File: config.mk
export PLATFORM = sky130hd
export DESIGN_NAME = load_store_unit
export DESIGN_NICKNAME = d
export VERILOG_FILES = /design/src/rtl/load_store_unit.sv
export SDC_FILE = /design/constraint.sdc
export NUM_CORES = 1
export LEC_CHECK = 0
export BUFFER_PORTS_ARGS = -buffer_cell sky130_fd_sc_hd__buf_4
export CAP_MARGIN = 20
export CELL_PAD_IN_SITES_DETAIL_PLACEMENT = 0
export CELL_PAD_IN_SITES_GLOBAL_PLACEMENT = 1
export CORE_MARGIN = 2
export CORE_UTILIZATION = 40
export CTS_CLUSTER_SIZE = 14
export DETAILED_ROUTE_END_ITERATION = 8
export PLACE_DENSITY_LB_ADDON = 0.1
export RECOVER_POWER = 50
export SYNTH_ARGS = -nofsm -noshare
export SYNTH_HDL_FRONTEND = slang
export SYNTH_SLANG_ARGS = --single-unit
File: constraint.sdc
create_clock -name clk -period 5.6 [get_ports clk]
set_input_delay 0.84 -clock clk [delete_from_list [all_inputs] [get_ports clk]]
set_output_delay 0.84 -clock clk [all_outputs]
set_load 0.1 [all_outputs]
File: src/rtl/load_store_unit.sv
// -----------------------------------------------------------------------------
// load_store_unit
//   Bridges the CPU execute stage to a variable-latency, word-wide data bus.
//   Converts lb/lh/lw/lbu/lhu/sb/sh/sw into word-aligned bus transactions with
//   byte enables. Load data is sign- or zero-extended. The CPU is stalled until
//   the access completes. Misaligned or illegal accesses and bus timeouts are
//   reported as one-cycle pulses.
//
// Ports
//   clk        in   1   system clock, rising edge
//   rst        in   1   asynchronous reset, active-low
//   mem_read   in   1   load request (level, held while stall=1)
//   mem_write  in   1   store request (level, held while stall=1); wins over mem_read
//   funct3     in   3   000 b, 001 h, 010 w, 100 bu, 101 hu; others illegal
//   addr       in   32  byte address
//   wdata      in   32  store data
//   rdata      out  32  extended load data, valid in the DONE cycle
//   stall      out  1   CPU must hold PC and suppress register write
//   misalign   out  1   access rejected (misaligned or illegal funct3)
//   bus_err    out  1   access aborted by timeout (high in the DONE cycle)
//   bus_req    out  1   bus request
//   bus_we     out  1   1 = write
//   bus_addr   out  32  word-aligned address
//   bus_be     out  4   byte enables
//   bus_wdata  out  32  store data replicated into byte lanes
//   bus_rdata  in   32  read word, sampled when bus_ack=1
//   bus_ack    in   1   transaction complete, single-cycle pulse
// -----------------------------------------------------------------------------
module load_store_unit #(
  parameter int TIMEOUT_CYC = 255,
  parameter int CNT_W       = 16
) (
  input  logic        clk,
  input  logic        rst,
  input  logic        mem_read,
  input  logic        mem_write,
  input  logic [2:0]  funct3,
  input  logic [31:0] addr,
  input  logic [31:0] wdata,
  output logic [31:0] rdata,
  output logic        stall,
  output logic        misalign,
  output logic        bus_err,
  output logic        bus_req,
  output logic        bus_we,
  output logic [31:0] bus_addr,
  output logic [3:0]  bus_be,
  output logic [31:0] bus_wdata,
  input  logic [31:0] bus_rdata,
  input  logic        bus_ack
);

  typedef enum logic [1:0] {IDLE, REQ, DONE} state_t;

  state_t             state, state_nxt;
  logic [CNT_W-1:0]   cnt;
  logic               active, legal, aligned;
  logic               accept, reject, ack_hit, abort;
  logic [3:0]         be_c;
  logic [31:0]        lanes_c;

  // Captured request attributes needed when the read data returns
  logic [1:0]         off_p0;
  logic [2:0]         f3_p0;
  logic               load_p0;

  // Pick the addressed byte/half from the bus word and extend it.
  function automatic logic [31:0] load_extend(input logic [31:0] word,
                                              input logic [1:0]  off,
                                              input logic [2:0]  f3);
    logic [31:0]        shifted;
    logic signed [7:0]  byte_s;
    logic signed [15:0] half_s;
    logic signed [31:0] ext_s;
    shifted = word >> {off, 3'b000};
    byte_s  = shifted[7:0];
    half_s  = shifted[15:0];
    case (f3)
      3'b000:  begin ext_s = byte_s; load_extend = ext_s; end
      3'b001:  begin ext_s = half_s; load_extend = ext_s; end
      3'b100:  load_extend = {24'b0, shifted[7:0]};
      3'b101:  load_extend = {16'b0, shifted[15:0]};
      default: load_extend = word;
    endcase
  endfunction

  // Request decode
  always_comb begin
    active  = mem_read | mem_write;
    legal   = 1'b0;
    aligned = 1'b0;
    be_c    = 4'b1111;
    lanes_c = wdata;
    case (funct3)
      3'b000, 3'b100: begin
        legal   = 1'b1;
        aligned = 1'b1;
        be_c    = 4'b0001 << addr[1:0];
        lanes_c = {4{wdata[7:0]}};
      end
      3'b001, 3'b101: begin
        legal   = 1'b1;
        aligned = ~addr[0];
        be_c    = 4'b0011 << addr[1:0];
        lanes_c = {2{wdata[15:0]}};
      end
      3'b010: begin
        legal   = 1'b1;
        aligned = (addr[1:0] == 2'b00);
      end
      default: ;
    endcase
  end

  // Next state and handshake outputs; everything quiet while reset is held
  always_comb begin
    state_nxt = state;
    stall     = 1'b0;
    misalign  = 1'b0;
    accept    = 1'b0;
    reject    = 1'b0;
    ack_hit   = 1'b0;
    abort     = 1'b0;
    if (rst) begin
      case (state)
        IDLE: begin
          if (active) begin
            if (legal && aligned) begin
              stall     = 1'b1;
              accept    = 1'b1;
              state_nxt = REQ;
            end else begin
              misalign = 1'b1;
              reject   = 1'b1;
            end
          end
        end
        REQ: begin
          stall = 1'b1;
          if (bus_ack) begin
            ack_hit   = 1'b1;
            state_nxt = DONE;
          end else if (cnt == CNT_W'(TIMEOUT_CYC - 1)) begin
            abort     = 1'b1;
            state_nxt = DONE;
          end
        end
        DONE:    state_nxt = IDLE;
        default: state_nxt = IDLE;
      endcase
    end
  end

  // Stage p0: bus request registers, counter, result
  always_ff @(posedge clk or negedge rst) begin
    if (!rst) begin
      state     <= IDLE;
      cnt       <= '0;
      bus_req   <= 1'b0;
      bus_we    <= 1'b0;
      bus_addr  <= '0;
      bus_be    <= '0;
      bus_wdata <= '0;
      rdata     <= '0;
      bus_err   <= 1'b0;
    end else begin
      state   <= state_nxt;
      bus_err <= abort;
      if (accept) begin
        bus_req   <= 1'b1;
        bus_we    <= mem_write;
        bus_addr  <= {addr[31:2], 2'b00};
        bus_be    <= be_c;
        bus_wdata <= lanes_c;
        cnt       <= '0;
      end else if (state == REQ) begin
        cnt <= cnt + 1'b1;
      end
      if (ack_hit || abort) bus_req <= 1'b0;
      if (ack_hit && load_p0) rdata <= load_extend(bus_rdata, off_p0, f3_p0);
      if (abort || reject) rdata <= '0;
    end
  end

  always_ff @(posedge clk) begin
    if (accept) begin
      off_p0  <= addr[1:0];
      f3_p0   <= funct3;
      load_p0 <= ~mem_write;
    end
  end

endmodule

**Yosys cells after proc, flatten, opt, wreduce, memory -nomap -nowiden**

Cells that the tools add are included.

- Register bits after elaboration: 125
- Bits in latches: 0
- Memory bits (writable): 0
- Bits in read-only memories: 0
- Bits of input ports: 104
- Output and inout bits: 105
- Word-level logic and storage cells: 79
- Memories kept: 0

- Add/sub/neg operators: 1
- Multipliers: 0
- Div/mod/pow operators: 0
- Order comparisons: 0
- Eq/ne operators: 12
- Shift-type cells: 3
- Mux-type cells: 33
- Bitwise logic cells: 3
- Reductions and logical operators: 15

Operator list:

| kind | number |
|---|---|
| case mux 32 bit (4 select lines) | 1 |
| two-way mux 32 bit | 2 |
| case mux 32 bit (2 select lines) | 1 |
| two-way mux 16 bit | 2 |
| right shift 32 x 5 -> 16 bit | 1 |
| two-way mux 1 bit | 19 |
| adder 16 x 1 -> 16 bit (second input constant) | 1 |
| == test 16 x 8 -> 1 bit (second input constant) | 1 |
| == test 3 bit (second input constant) | 4 |
| two-way mux 2 bit | 4 |
| case mux 4 bit (2 select lines) | 1 |
| == test 3 x 1 -> 1 bit (second input constant) | 2 |
| logical NOT 3 bit | 2 |
| nonzero test 2 bit | 3 |
| OR reduction 5 bit | 1 |
| logical NOT 2 bit | 2 |
| inequality test 2 bit (second input constant) | 2 |
| case mux 2 bit (2 select lines) | 1 |
| AND reduction 4 bit | 1 |
| OR reduction 2 bit | 2 |
| left shift 1 x 2 -> 4 bit (first input constant) | 1 |
| left shift 2 x 2 -> 4 bit (first input constant) | 1 |
| == test 3 x 2 -> 1 bit (second input constant) | 1 |
| inequality test 3 bit (second input constant) | 1 |
| other kinds (7) | 10 |

**Depth between registers and ports, before layout**

- Word-level depth: 10
- Gate-level depth with buffers: 9
- Gate-level depth less buffers: 7

**Worst setup path after synthesis**

Ideal clock, no wire load.

- Path kind: input -> register
- From: input addr[0]
- To: register rdata[22]
- Library setup time: 0.126 ns
- Arrival time: 3.946 ns
- Required time: 5.474 ns
- Path slack: 1.528 ns
- Stages on the path: 5
- Cells stage by stage: a21oi_1 -> nor3_1 -> nor3_2 -> buf_6 -> a221o_1

- Cells in the longest elaborated chain, start to end: 9

RTL lines:

| what | RTL line | text |
|---|---|---|
| start: declaration | 38 | `input logic [31:0] addr,` |
| logical NOT 2 bit or NOT 1 bit (tied branches) | 109, 103 |  |
| case mux 1 bit (3 select lines) (*) | 94 | `case (funct3)` |
| logical AND 1 bit (*) | 128 | `if (legal && aligned) begin` |
| two-way mux 1 bit (*) (4 in series) | n/a |  |
| net misalign | 42 | `output logic misalign,` |
| logical OR 1 bit (*) | 181 | `if (abort \|\| reject) rdata <= '0;` |
| two-way mux 32 bit or nonzero test 2 bit (tied branches) | n/a |  |
| end signal: assignment | 180 | `if (ack_hit && load_p0) rdata <= load_extend(bus_rdata, off_p0, f3_p0);` |
| end: declaration | 40 | `output logic [31:0] rdata,` |

Mark *: on every way through the listed nets, which the timed path passes. The rest lies on a longest branch.
A chain may end at the register's enable or synchronous reset.

**Worst setup path in the final report**

- From: input funct3[1]
- To: output misalign

- Cells in the longest elaborated chain, start to end: 8

RTL lines:

| what | RTL line | text |
|---|---|---|
| start: declaration | 37 | `input logic [2:0] funct3,` |
| == test 3 x 1 -> 1 bit (tied with other cells) | 94 |  |
| OR reduction 2 bit or OR reduction 5 bit (tied branches) | n/a |  |
| case mux 1 bit (3 select lines) or two-way mux 1 bit (tied branches) | 94 |  |
| logical AND 1 bit (*) | 128 |  |
| two-way mux 1 bit (*) | 128 |  |
| two-way mux 1 bit (*) | 127 | `if (active) begin` |
| two-way mux 1 bit (*) | 125 | `case (state)` |
| two-way mux 1 bit (*) | 124 | `if (rst) begin` |
| end: declaration | 42 |  |

Mark *: on every way between the ends. The rest lies on a longest branch, timed or not.

==> impl_metrics.py <==
metrics = {
    "logic_synthesis": {
        "avgSynthCellArea_um2": 9.816,
        "synth_adder_area_share_pct": 0.4373,
        "synth_top_family_by_area": "simple AND/OR/NAND/NOR gates",
        "synth_cell_type_count": 53,
        "syn-cell-area_um2": 5723,
        "synth-xor-area-share_pct": 1.836,
        "synth-simple-area-share_pct": 18.87,
        "synth_ff_type": "dfrtp_1",
        "synth-compound-area-share_pct": 13.45,
        "yosysSeqAreaShare_pct": 55.18,
        "synthMuxAreaShare_pct": 6.165,
        "yosys_warnings": 0,
        "ys_ff_latch": 125,
        "synth_cells": 583,
        "synth_edf_count": 6,
        "async_reset_ff_share_pct": 95.20,
    },
    "clock_tree": {
        "cts_sinks": 125,
        "cts_buffers": 17,
        "cts_root_buf": "clkbuf_16",
        "cts.repair.resized": 0,
        "clk_latency_ns": 0.41,
        "cts-htree-levels": 4,
        "clock_path_buffers": 2,
        "cts_tree": "done",
        "cts_hold_buf": 0,
        "post-cts-setup-buffer-count": 0,
        "cts.clk_slew.worst_paths_ns": 0.05,
    },
    "detailed_routing": {
        "num_vias": 4901,
        "viasPerCell": 5.058,
        "first_pass_iters": 4,
        "post_drt_wl_per_cell_um": 16.05,
        "routed_wl_um": 15550,
        "drtAntennaViolNets": 0,
        "drcViolationCount": 0,
        "drtIter0Drc": 336,
    },
    "sta": {
        "min_period_ns": 3.985,
        "period_share_pct": 71.16,
        "whs_ns": 0.4630,
        "final-hold-violation-count": 0,
        "fin_tns_setup_ns": 0,
        "maxSlewViolCount": 32,
        "relSlewSlack_pct": -0.5439,
        "finalClockSkew_ns": 0.004531,
        "tightest_slew_ns": 1.508,
        "setup_violations": 0,
        "rsz0062_at_grt": "false",
        "finalWorstSetupSlack_ns": 1.615,
        "fmax_mhz": 251.0,
    },
    "power": {
        "p_int_uw": 2171,
        "powerDensity_nw_per_um2": 639.9,
        "ir_worst_vdd_v": 0.0004045,
        "clkPwrFrac_pct": 22.4,
        "total_power_uw": 4834,
        "seq_power_share_pct": 27.5,
        "p_sw_uw": 2663,
        "pwr-share-comb_pct": 50.0,
        "swShare_pct": 55.09,
        "power_leakage_uw": 0.003597,
    },
    "floorplan": {
        "die-area_um2": 15280,
        "ios": 209,
        "core_um2": 13930,
        "die_width_um": 123.6,
        "rows": 43,
        "die_y_um": 123.6,
        "start_util_pct": 41.07,
    },
    "run": {
        "max_cap_violations": 1,
    },
    "final_layout": {
        "insertedDiodeCount": 0,
        "final_common_cell": "nand2_1",
        "fillers": 1328,
        "areaGrowthSynthToFinish_pct": 32.01,
        "final_nets": 882,
        "drive_gt1_share_pct": 18.12,
        "final_cell_mix": "nand2_1 (157), dfrtp_1 (119), clkbuf_1 (111)",
        "stdcell_count": 969,
    },
    "place": {
        "hpwl_um": 11350,
        "post-place-ws_ns": 2.067,
        "dpl.cell_count": 935,
        "portBuffers": 206,
        "place_congestion": 0.8059,
    },
    "global_route": {
        "antenna_found_initial": 0,
        "grt_start_max_net_pins": 90,
        "globalRouteTotalUtil_pct": 21.05,
        "grt_pass1_wl_um": 24910,
        "grt_overflow_total": 0,
        "grt_pass1_vias": 4943,
    },
    "setup_path": {
        "crit_path_start_kind": "input port",
        "arrival_ns": 3.14,
        "worstPathRequired_ns": 4.76,
        "crit_path_max_fanout": 31,
        "path_class": "in -> out",
        "cp-end-kind": "primary output",
    },
    "run_status": {
        "status": "finished, violations left",
        "violations": "max-capacitance violations, max-slew violations",
    },
    "min_path": {
        "hold_class": "reg -> reg",
    },
}
[area by class of cell]
cell class / instances / area (µm²) / share of cell area (%)
Clock buffer: 28 / 548.0 / 7.254
Clock inverter: 4 / 47.55 / 0.6293
Inverter: 9 / 33.78 / 0.4472
Multi-Input combinational cell: 413 / 2335 / 30.90
Sequential cell: 125 / 3158 / 41.80
Tap cell: 180 / 225.2 / 2.981
Timing Repair Buffer: 210 / 1207 / 15.98
[per-stage QoR]
stage	utilization [%]	cell area, µm²
2_1_floorplan	-	5727
3_3_place_gp	52.56	7325
3_5_place_dp	52.56	7325
4_1_cts	56.84	7920
5_1_grt	54.22	7555
6_report	54.22	7555
[kinds of logic after synthesis]
| kind of cell | Yosys count |
|---|---|
| AND/OR/NAND/NOR | 247 |
| flip-flops | 125 |
| AO/OA/AOI/OAI | 116 |
| buffers and inverters | 46 |
| multiplexers | 34 |
| XOR/XNOR | 12 |
| adder cells (fa/ha/maj) | 2 |
| other | 1 |
[worst paths after layout]
| kind | start | end | slack (ns) | depth (start not counted) |
|---|---|---|---|---|
| hold / removal | bus_be[0] | bus_be[0] | 0.46 | 2 |
| max in group asynchronous | rst | bus_wdata[14] | 3.80 | 2 |
| hold reg to reg | bus_be[0] | bus_be[0] | 0.46 | 2 |
| min in group asynchronous | rst | cnt[3] | 0.48 | 1 |
| setup / recovery | funct3[1] | misalign | 1.62 | 4 |
| setup reg to reg | cnt[0] | rdata[29] | 2.89 | 8 |
[cell usage after synthesis (3+ instances only)]
| master | count | area share, % |
|---|---|---|
| o21ai_0 | 40 | 3.5 |
| or3_1 | 4 | 0.44 |
| nand2b_1 | 3 | 0.33 |
| nand2_1 | 157 | 10 |
| buf_2 | 4 | 0.35 |
| buf_6 | 4 | 0.79 |
| a21oi_1 | 37 | 3.2 |
| edfxtp_1 | 6 | 3.1 |
| dfrtp_1 | 119 | 52 |
| nand3b_1 | 3 | 0.39 |
| a221o_1 | 23 | 4.0 |
| clkbuf_1 | 20 | 1.3 |
| o2bb2ai_1 | 8 | 1.2 |
| nor2_1 | 55 | 3.6 |
| xnor2_1 | 8 | 1.2 |
| mux2i_1 | 33 | 5.8 |
| nand4_1 | 3 | 0.33 |
| buf_1 | 5 | 0.33 |
| inv_1 | 8 | 0.52 |
| xor2_1 | 4 | 0.61 |
[registers in the layout, indices dropped and copies added (netlist names), 2 cells and up]
signal     count
bus_addr      30
bus_be         4
bus_wdata     32
cnt           16
f3_p0          3
off_p0         2
rdata         32
state          2
[power by group through the flow]
| stage | combinational [µW] | sequential (µW) | clock (µW) |
|---|---|---|---|
| finish | 2420 | 1330 | 1080 |
| global route | 2520 | 1370 | 1150 |
| CTS | 2630 | 1340 | 1110 |
| detailed placement | 2640 | 1350 | 0 |
| global placement | 2620 | 1340 | 0 |
| floorplan | 343 | 3030 | 0 |
[critical path: stages]
cell,delay [ns]
clkbuf_1,1.07
a21oi_1,0.18
nor3_1,0.64
buf_4,0.41
[layer usage]
layer / GRT usage (%) / up-vias / part of all wire (%)
li1: - / 2380 / -
met1: 27.19 / 2341 / 43
met2: 33.41 / 161 / 47
met3: 7.189 / 19 / 8.5
met4: 6.676 / 0 / 1.5
met5: 0 / - / 0
Power figures use the tool's default switching activity.
